`src/rtl/stopwatch_button_ctrl_if.sv`:
```
`default_nettype none
// ----------------------------------------------------------------------------
// stopwatch_button_ctrl_if : raw button inputs and command outputs of the
// stopwatch button front end.                                    Rev 1.0
// ----------------------------------------------------------------------------
interface stopwatch_button_ctrl_if;
  logic       pb_start_stop;
  logic       pb_lap_reset;
  logic       de_start_stop;
  logic       de_lap_reset;
  logic [2:0] reset;

  modport master (
    output pb_start_stop, pb_lap_reset,
    input  de_start_stop, de_lap_reset, reset
  );

  modport slave (
    input  pb_start_stop, pb_lap_reset,
    output de_start_stop, de_lap_reset, reset
  );
endinterface
`default_nettype wire

```
`src/rtl/stopwatch_button_ctrl.sv`:
```
`default_nettype none
// ----------------------------------------------------------------------------
// stopwatch_button_ctrl : synchronise/debounce two buttons into command pulses.
// Define LONG_PRESS_RESET_EN for long-press reset detection.      Rev 1.0
// ----------------------------------------------------------------------------
module stopwatch_button_ctrl #(
  parameter int DEBOUNCE_CYC = 4,
  parameter int LONG_CYC     = 200
) (
  input  wire logic              clk_100,
  input  wire logic              rst,
  stopwatch_button_ctrl_if.slave btn
);

  localparam logic [3:0] C_DB_LAST = 4'(DEBOUNCE_CYC - 1);

  if (DEBOUNCE_CYC < 1 || DEBOUNCE_CYC > 15 ||
      LONG_CYC <= DEBOUNCE_CYC || LONG_CYC > 255) begin : g_param_check
    $error("stopwatch_button_ctrl: DEBOUNCE_CYC/LONG_CYC out of range");
  end

  logic [1:0] raw_btn;
  logic [1:0] level;
  logic [1:0] level_d;
  logic [1:0] rise;

  assign raw_btn = {btn.pb_lap_reset, btn.pb_start_stop};

  for (genvar i = 0; i < 2; i++) begin : g_btn
    logic       sync_a;
    logic       sync_b;
    logic       deb;
    logic [3:0] stable_cnt;

    always_ff @(posedge clk_100) begin
      if (rst) begin
        sync_a     <= 1'b0;
        sync_b     <= 1'b0;
        deb        <= 1'b0;
        stable_cnt <= 4'd0;
      end else begin
        sync_a <= raw_btn[i];
        sync_b <= sync_a;
        // A new level is accepted only after DEBOUNCE_CYC consecutive differing samples
        if (sync_b == deb) begin
          stable_cnt <= 4'd0;
        end else if (stable_cnt == C_DB_LAST) begin
          deb        <= ~deb;
          stable_cnt <= 4'd0;
        end else begin
          stable_cnt <= stable_cnt + 4'd1;
        end
      end
    end

    assign level[i] = deb;
  end

  assign rise = level & ~level_d;

  logic ss_pulse;

  always_ff @(posedge clk_100) begin
    if (rst) begin
      level_d  <= 2'b00;
      ss_pulse <= 1'b0;
    end else begin
      level_d  <= level;
      ss_pulse <= rise[0];
    end
  end

  assign btn.de_start_stop = ss_pulse;

`ifdef LONG_PRESS_RESET_EN
  localparam logic [7:0] C_LONG_LAST = 8'(LONG_CYC - 1);

  typedef enum logic [1:0] {
    ST_IDLE = 2'd0,
    ST_HELD = 2'd1,
    ST_LONG = 2'd2
  } lap_state_t;

  lap_state_t state;
  logic [7:0] hold_cnt;
  logic       lap_pulse;
  logic [2:0] reset_code;

  always_ff @(posedge clk_100) begin
    if (rst) begin
      state      <= ST_IDLE;
      hold_cnt   <= 8'd0;
      lap_pulse  <= 1'b0;
      reset_code <= 3'd0;
    end else begin
      lap_pulse  <= 1'b0;
      reset_code <= 3'd0;
      case (state)
        ST_IDLE: begin
          if (rise[1]) begin
            state    <= ST_HELD;
            hold_cnt <= 8'd1;
          end
        end
        ST_HELD: begin
          if (!level[1]) begin
            state     <= ST_IDLE;
            lap_pulse <= 1'b1;
          end else if (hold_cnt == C_LONG_LAST) begin
            state      <= ST_LONG;
            hold_cnt   <= hold_cnt + 8'd1;
            reset_code <= 3'd2;
          end else begin
            hold_cnt <= hold_cnt + 8'd1;
          end
        end
        // Counter stays frozen here so a very long hold never re-fires
        ST_LONG: begin
          if (!level[1]) begin
            state <= ST_IDLE;
          end
        end
        default: state <= ST_IDLE;
      endcase
    end
  end

  assign btn.de_lap_reset = lap_pulse;
  assign btn.reset        = reset_code;
`else
  logic lap_pulse;

  always_ff @(posedge clk_100) begin
    if (rst) begin
      lap_pulse <= 1'b0;
    end else begin
      lap_pulse <= rise[1];
    end
  end

  assign btn.de_lap_reset = lap_pulse;
  assign btn.reset        = 3'd0;
`endif

endmodule
`default_nettype wire

```
`src/flat_wrapper.sv`:
```
// flat-port wrapper written by rule: the top's interface ports become plain ports
module stopwatch_button_ctrl_flat 
#(
  parameter int DEBOUNCE_CYC = 4,
  parameter int LONG_CYC     = 200
)
  (clk_100, rst, btn_pb_start_stop, btn_pb_lap_reset, btn_de_start_stop, btn_de_lap_reset, btn_reset);
  stopwatch_button_ctrl_if btn_i ();
  input  wire logic clk_100;
  input  wire logic rst;
  input wire logic [$bits(btn_i.pb_start_stop)-1:0] btn_pb_start_stop;
  input wire logic [$bits(btn_i.pb_lap_reset)-1:0] btn_pb_lap_reset;
  output wire logic [$bits(btn_i.de_start_stop)-1:0] btn_de_start_stop;
  output wire logic [$bits(btn_i.de_lap_reset)-1:0] btn_de_lap_reset;
  output wire logic [$bits(btn_i.reset)-1:0] btn_reset;
  assign btn_i.pb_start_stop = btn_pb_start_stop;
  assign btn_i.pb_lap_reset = btn_pb_lap_reset;
  assign btn_de_start_stop = btn_i.de_start_stop;
  assign btn_de_lap_reset = btn_i.de_lap_reset;
  assign btn_reset = btn_i.reset;
  stopwatch_button_ctrl #(.DEBOUNCE_CYC(DEBOUNCE_CYC), .LONG_CYC(LONG_CYC)) u_core (.clk_100(clk_100), .rst(rst), .btn(btn_i));
endmodule
```
`config.mk`:
```
export PLATFORM = sky130hd
export DESIGN_NAME = stopwatch_button_ctrl_flat
export DESIGN_NICKNAME = d
export VERILOG_FILES = /design/src/rtl/stopwatch_button_ctrl_if.sv /design/src/rtl/stopwatch_button_ctrl.sv /design/src/flat_wrapper.sv
export SDC_FILE = /design/constraint.sdc
export NUM_CORES = 1
export LEC_CHECK = 0
export ABC_AREA = 1
export BUFFER_PORTS_ARGS = -buffer_cell sky130_fd_sc_hd__buf_2
export CAP_MARGIN = 20
export CORE_AREA = 8 8 45 47
export CTS_CLUSTER_DIAMETER = 50
export DETAILED_ROUTE_END_ITERATION = 10
export DIE_AREA = 0 0 53 55
export PLACE_DENSITY = 0.76
export REMOVE_ABC_BUFFERS = 1
export SYNTH_ARGS = -nofsm -noshare
export SYNTH_HDL_FRONTEND = slang
export SYNTH_SLANG_ARGS = --single-unit
export TNS_END_PERCENT = 30
```
`constraint.sdc`:
```
create_clock -name clk_100 -period 1.4 [get_ports clk_100]
set_input_delay 0.14 -clock clk_100 [delete_from_list [all_inputs] [get_ports clk_100]]
set_output_delay 0.14 -clock clk_100 [all_outputs]
set_load 0.02 [all_outputs]
```
==> results.yml, run 1 <==
final_layout:
  layout_commonest_cell: "dfxtp_1"
  fillers: 129
  final_util_pct: 53.3
  most-common-layout-cells: "18 x dfxtp_1, 17 x nor2_1, 10 x inv_1"
  diodes: 0
  multi_input_area_um2: 264
  fin_cells: 105
  fin_nets: 97
  areaGrowthSynthToFinish_pct: 5.94
  drive_gt1_share_pct: 20.2
  final-seq-area_um2: 360
worst_setup_path:
  critical_path_arrival_ns: 1.13
  end_kind: "flip-flop"
  reg2reg_slack_ns: 0.45
  reg2reg_to: "u_core.g_btn[1].stable_cnt[0]"
  crit_required_ns: 1.58
  critPathLaunchType: "flip-flop"
  rr_worst_depth: 4
  crit_fanout: 4
  timing.rr.start: "u_core.g_btn[1].stable_cnt[0]"
  path_class: "flip-flop to flip-flop"
  crit_path_start: "u_core.g_btn[1].stable_cnt[0]"
placement:
  dpl.hpwl_um: 711
  placed_cells: 102
  portBuffers: 5
  place_congestion: 0.652
sta:
  fmax_mhz: 1050
  finalHoldViolations: 0
  slew_viol_final: 0
  fin_skew_ns: 0.000563
  finalSetupViolCount: 0
  setup_tns_ns: 0
  fin_crit_sh_pct: 67.9
  post-route-min-period_ns: 0.950
  grt_setup_unrepaired: "false"
cts:
  post_cts_buffers: 0
  postCtsResizedCells: 0
  cts_tree: "done"
  cts_made_buffers: 3
  cts_sinks: 18
  cts.hold.buffers_added: 0
  clk_latency_ns: 0.28
  cts.htree.levels: 1
  cts_buffer_depth: 2
  cts_root_buf: "clkbuf_4"
  clkSlewWorstSetupHoldPaths_ns: 0.09
synth:
  ys_ff_latch: 18
  synth_cells: 83
  netlist_area_um2: 696
  syn_area_per_cell_um2: 8.38
  synth_cell_types: 18
  ys_seq_area_share_pct: 51.8
  yosys_warnings: 0
flow_run:
  max_cap_violations: 0
floorplanning:
  die-area_um2: 2920
  die_h_um: 55
  initial_core_util_pct: 50.3
  rows: 14
  die_w_um: 53
  core-area_um2: 1380
  io_pins: 9
pwr:
  peakVddDrop_uv: 628
  p_leak_nw: 0.315
  p_total_mw: 0.789
  powerDensity_nw_per_um2: 1070
grt:
  antenna_found_initial: 0
  grt_pass1_wl_mm: 1.54
  grt.overflow.total: 0
  gr-usage-all-layers_pct: 7.19
  grt_pass1_vias: 422
  grt_max_degree: 11
detailed_routing:
  via_per_inst: 4.41
  dr.pass1.iters: 4
  drt_wl_total_um: 893
  drc_errors: 0
  antenna_left: 0
  wire_per_inst_um: 8.50
  num_vias: 463
  first_iter_violations: 5
min_path:
  min_from: "btn_pb_lap_reset"
  worstHoldEndpoint: "u_core.g_btn[1].sync_a"
  hold_depth: 3
  hold_class: "input pin to flip-flop"
status:
  status: "finished clean"
[power by group]
part / internal [mW] / switching, mW
clock network: 0.0996 / 0.136
logic: 0.00913 / 0.0214
registers: 0.519 / 0.00362
total: 0.627 / 0.161
[through the flow]
stage / instance area (um^2) / hold slack (ns) / worst slack [ns]
floorplan: 669 / 0.211 / 0.522
global placement: 714 / 0.343 / 0.468
detailed placement: 714 / 0.349 / 0.452
CTS: 737 / 0.0564 / 0.442
global route: 737 / 0.0474 / 0.377
finish: 737 / 0.0579 / 0.450
[kinds of logic after synthesis]
| logic type | after synthesis | synth area share [%] |
|---|---|---|
| buffers and inverters | 16 | 11.3 |
| XOR/XNOR | 2 | 2.52 |
| adder cells (fa/ha/maj) | 2 | 3.60 |
| other | 1 | 0.539 |
| AO/OA/AOI/OAI | 2 | 1.44 |
| flip-flops | 18 | 51.8 |
| AND/OR/NAND/NOR | 42 | 28.8 |
[layout make-up]
cell class / instances / share of cell area (%)
Multi-Input combinational cell: 51 / 35.8
Sequential cell: 18 / 48.9
Inverter: 12 / 6.11
Clock buffer: 3 / 3.06
Tap cell: 16 / 2.72
Timing Repair Buffer: 5 / 3.40
[critical path, cell delays in order (launching register included)]
cell	delay [ns]
dfxtp_1	0.38
ha_1	0.25
nand2_2	0.08
nand3_2	0.10
nor2_1	0.05
[synth_stat cells]
master    number  area share (%)
dfxtp_1       18              52
nor2_1        17             9.2
inv_1         10             5.4
nand2_1        9             4.9
buf_4          3             3.2
nand2_2        3             2.7
nand3_1        3             2.2
nor2_2         3             2.7
a21oi_1        2             1.4
ha_1           2             3.6
inv_2          2             1.1
nand3_2        2             2.9
nand4_1        2             1.8
nor3_1         2             1.4
xnor2_1        2             2.5
buf_6          1             1.6
conb_1         1            0.54
nand3b_1       1             1.1
[worst max-delay path by stage]
stage	end	slack, ns	depth (start not counted)
2_1_floorplan	u_core.g_btn[1].stable_cnt[2]	0.52	4
6_report	u_core.g_btn[1].stable_cnt[0]	0.45	4
3_5_place_dp	u_core.g_btn[1].stable_cnt[0]	0.45	4
4_1_cts	u_core.g_btn[1].stable_cnt[0]	0.44	4
5_1_grt	u_core.g_btn[0].stable_cnt[0]	0.38	4
3_3_place_gp	u_core.g_btn[1].stable_cnt[0]	0.47	4
[flip-flops by register name, summed over array words and instances (netlist names)]
signal / count
u_core.btn.de_lap_reset: 1
u_core.g_btn.stable_cnt: 8
u_core.g_btn.deb: 2
u_core.g_btn.sync_b: 2
u_core.btn.de_start_stop: 1
u_core.level_d: 2
u_core.g_btn.sync_a: 2
[layer usage]
layer,part of all wire (%),track usage [%],vias up
li1,-,-,258
met1,48,7.70,198
met2,46,11.3,5
met3,4.1,2.94,2
met4,1.6,5.17,0
met5,0,0,-
Power figures use the tool's default switching activity.
==> inputs of run 2 (changes only) <==
Settings changed: CORE_AREA 8 8 45 47 to default, CORE_MARGIN from default to 8, CORE_UTILIZATION from default to 52, DIE_AREA 0 0 53 55 to default.
Clock period 1.4 ns to 0.9 ns, I/O delays scaled along.
==> results.yml, run 2 (synthesis gave the netlist of run 1 again) <==
sta:
  fin_crit_sh_pct: 93.6
  fin_skew_ns: 0.00542
  slew_viol_final: 0
  fmax_mhz: 1190
  grt_setup_unrepaired: "true"
  finalSetupViolCount: 0
  post-route-min-period_ns: 0.842
  finalHoldViolations: 0
cts:
  cts_tree: "done"
  cts_buffer_depth: 2
  cts_root_buf: "clkbuf_4"
  cts_sinks: 18
  cts.htree.levels: 1
  clkSlewWorstSetupHoldPaths_ns: 0.10
  clk_latency_ns: 0.29
  cts_made_buffers: 3
final_layout:
  final-seq-area_um2: 367
  diodes: 0
  largest_reg_flops: 8
  layout_commonest_cell: "nor2_1"
  areaGrowthSynthToFinish_pct: 20.1
  fillers: 97
  regMostFlops: "u_core.g_btn.stable_cnt"
  most-common-layout-cells: "16 x nor2_1, 13 x dfxtp_1, 10 x inv_1"
  drive_gt1_share_pct: 31.6
  fin_nets: 102
  fin_cells: 110
  multi_input_area_um2: 299
worst_setup_path:
  timing.rr.start: "u_core.g_btn[0].stable_cnt[0]"
  critical_path_arrival_ns: 1.08
  cpPeakStageDelay_ns: 0.35
  crit_required_ns: 1.14
  critPathLaunchType: "flip-flop"
  reg2reg_slack_ns: 0.06
  crit_fanout: 4
  crit_chain: "ha_4 -> nand2_2 -> nand3_4 -> nor2_2"
  cp_slowest_cell: "dfxtp_2"
  path_class: "flip-flop to flip-flop"
  end_kind: "flip-flop"
  crit_path_start: "u_core.g_btn[0].stable_cnt[0]"
placement:
  portBuffers: 5
  place_congestion: 0.740
  dpl.hpwl_um: 749
  placed_cells: 104
status:
  status: "finished clean"
floorplanning:
  die-area_um2: 2760
  rows: 13
  die_h_um: 52.6
  core-area_um2: 1270
  initial_core_util_pct: 54.8
  io_pins: 9
  die_w_um: 52.6
pwr:
  powerDensity_nw_per_um2: 1630
  p_total_mw: 1.36
  p_leak_nw: 0.345
  peakVddDrop_uv: 1640
detailed_routing:
  drt_wl_total_mm: 1.07
  first_iter_violations: 3
  antenna_left: 0
  dr.pass1.iters: 4
  num_vias: 517
  wire_per_inst_um: 9.72
  drc_errors: 0
  via_per_inst: 4.70
grt:
  grt.overflow.total: 0
  grt_pass1_wl_mm: 1.76
  gr-usage-all-layers_pct: 8.85
  grt_max_degree: 11
  grt_pass1_vias: 469
  antenna_found_initial: 0
flow_run:
  max_cap_violations: 0
min_path:
  hold_class: "input pin to flip-flop"
  min_from: "rst"
[run 2: per-stage QoR]
stage | hold slack [ns] | TNS [ns] | utilization [%] | area [um^2] | setup WS (ns)
floorplan | 0.161 | 0 | - | 669 | 0.0216
CTS | 0.0805 | 0 | 63.6 | 807 | 0.00901
finish | 0.0835 | 0 | 65.9 | 836 | 0.0580
global route | 0.0876 | -0.0173 | 65.9 | 836 | -0.0173
global placement | 0.293 | 0 | 58.0 | 736 | 0.00781
detailed placement | 0.298 | -0.0640 | 58.0 | 736 | -0.0170
[run 2: final cells by class]
cell class / instances / area share (%)
multi-input cells: 51 / 35.8
well taps: 15 / 2.25
flip-flops and latches: 18 / 43.9
clock buffers: 4 / 4.34
inverters: 12 / 5.39
repair buffers: 10 / 8.38
[run 2: path summary, 6_finish.rpt]
check	cells past startpoint	end
worst min register to register	1	u_core.btn.de_start_stop
worst min-delay path	2	u_core.g_btn[1].sync_b
worst max-delay path	4	u_core.g_btn[0].stable_cnt[2]
worst max register to register	4	u_core.g_btn[0].stable_cnt[2]
[run 2: timing repair]
action                                 CTS  global route
hold buffers                             2             0
cloned                                   0             0
pin swaps                                0             2
setup endpoints to repair                9            11
endpoints found under the hold margin    2             0
setup buffers                            0             0
gates resized for setup                  3             9
[run 2: power by group]
part,switching (mW),leakage (nW),internal [mW],total (mW)
sequential,0.00628,0.148,0.807,0.814
clock,0.237,0.0210,0.247,0.484
combinational,0.0386,0.175,0.0242,0.0628
[run 2: critical path: cells and delay by family (launching register included)]
kind          cells  cell delay, ns
fa+ha+maj         1            0.17
flops             1            0.35
simple gates      3            0.27
[run 2: layer usage]
| metal | vias to the layer above | part of all wire (%) | GRT usage, % | wire [um] |
|---|---|---|---|---|
| li1 | 271 | - | - | - |
| met1 | 226 | 44 | 8.79 | 466 |
| met2 | 15 | 48 | 14.0 | 513 |
| met3 | 5 | 5.4 | 4.26 | 58 |
| met4 | 0 | 2.9 | 6.47 | 31 |
| met5 | - | 0 | 0 | 0 |
==> inputs of run 3 (changes only) <==
Settings changed: PLACE_DENSITY 0.76 to 0.72.
==> results.yml, run 3 (synthesis gave the netlist of run 1 again) <==
flow_run:
  max_cap_violations: 0
grt:
  antenna_found_initial: 0
  grt.overflow.total: 0
  grt_max_degree: 11
  gr-usage-all-layers_pct: 8.57
  grt_pass1_vias: 483
  grt_pass1_wl_mm: 1.77
final_layout:
  layout_commonest_cell: "nor2_1"
  most-common-layout-cells: "17 x nor2_1, 13 x dfxtp_1, 10 x inv_1"
  areaGrowthSynthToFinish_pct: 16.7
  drive_gt1_share_pct: 30.9
  fillers: 113
  largest_reg_flops: 8
  final_area_um2: 812
  fin_nets: 102
  regMostFlops: "u_core.g_btn.stable_cnt"
  diodes: 0
placement:
  place_ws_ns: -0.0238
  dpl.hpwl_um: 769
  portBuffers: 5
  place_congestion: 0.746
  dpl_cell_area_um2: 743
sta:
  fin_crit_sh_pct: 94.4
  worst_slack_ns: 0.0506
  grt_setup_unrepaired: "true"
  finalSetupViolCount: 0
  fin_skew_ns: 0.00226
  slew_viol_final: 0
  setup_tns_ns: 0
  finalHoldViolations: 0
  post-route-min-period_ns: 0.849
  fmax_mhz: 1180
cts:
  post_cts_buffers: 0
  cts_buffer_depth: 2
  cts_made_buffers: 3
  clk_latency_ns: 0.28
  cts_root_buf: "clkbuf_4"
  clkSlewWorstSetupHoldPaths_ns: 0.09
  cts_tree: "done"
  cts.htree.levels: 1
  cts_sinks: 18
detailed_routing:
  via_per_inst: 4.71
  antenna_left: 0
  drt_wl_total_mm: 1.02
  drc_errors: 0
  dr.pass1.iters: 5
  first_iter_violations: 10
  wire_per_inst_um: 9.38
  num_vias: 513
worst_setup_path:
  critPathLaunchType: "flip-flop"
  path_class: "flip-flop to flip-flop"
  crit_required_ns: 1.08
  crit_chain: "ha_4 -> xnor2_1 -> nor2_1"
  cp_slowest_cell: "dfxtp_2"
  critical_path_arrival_ns: 1.03
  timing.rr.start: "u_core.g_btn[1].stable_cnt[0]"
  crit_path_start: "u_core.g_btn[1].stable_cnt[0]"
  cpPeakStageDelay_ns: 0.34
  crit_fanout: 4
  end_kind: "flip-flop"
floorplanning:
  die_w_um: 52.6
  rows: 13
  die-area_um2: 2760
  core-area_um2: 1270
  die_h_um: 52.6
  initial_core_util_pct: 54.8
  io_pins: 9
pwr:
  peakVddDrop_uv: 1210
  p_leak_nw: 0.340
  powerDensity_nw_per_um2: 1530
status:
  status: "finished clean"
min_path:
  min_from: "btn_pb_start_stop"
  hold_class: "input pin to flip-flop"
==> run 3: timing repair <==
item | CTS | global route
cloned | 0 | 0
hold endpoints to repair | 1 | 0
gates resized for setup | 2 | 8
hold buffers | 1 | 0
pin swaps | 1 | 1
setup endpoints to repair | 9 | 10
==> run 3: per-stage QoR <==
stage / hold slack, ns / total power [mW] / utilization (%) / instances
floorplan: 0.161 / 0.863 / - / 81
global placement: 0.293 / 0.882 / 58.6 / 105
detailed placement: 0.308 / 0.883 / 58.6 / 105
CTS: 0.00491 / 1.26 / 61.5 / 109
global route: 0.00679 / 1.29 / 64.0 / 109
finish: 0.00806 / 1.25 / 64.0 / 109
==> run 3: worst paths after layout <==
kind,depth (start not counted),slack (ns),to
worst max-delay path,3,0.05,u_core.g_btn[1].stable_cnt[2]
worst min-delay path,3,0.008,u_core.g_btn[0].sync_a
worst max register to register,3,0.05,u_core.g_btn[1].stable_cnt[2]
worst min register to register,1,0.39,u_core.btn.de_start_stop
==> run 3: area by class of cell <==
cell class	count	area, um^2	share of cell area [%]
multi-input combinational	51	294	36.2
sequential	18	367	45.1
clock buffer	3	22.5	2.77
inverter	12	45.0	5.55
tap	15	18.8	2.31
timing repair buffer	10	65.1	8.01
==> run 3: critical path, delay by kind of cell, from the launching register on <==
family	cells	cell delay (ns)
DFF	1	0.34
adders and majority gates	1	0.17
xor gates and xnor gates	1	0.17
and+or+nand+nor	1	0.06
==> run 3: layer usage <==
metal | track usage, % | share of wire, % | wire (um)
met1 | 9.14 | 45 | 462
met4 | 7.33 | 5.2 | 53
met5 | 0 | 0 | 0
met2 | 13.2 | 43 | 444
met3 | 2.84 | 5.9 | 60
==> run 3: report_power, final <==
part | internal (mW) | total [mW] | leakage, nW | switching (mW)
Clock | 0.155 | 0.376 | 0.0138 | 0.220
Combinational | 0.0207 | 0.0576 | 0.178 | 0.0369
Sequential | 0.807 | 0.813 | 0.148 | 0.00588
Total | 0.984 | 1.25 | 0.340 | 0.263
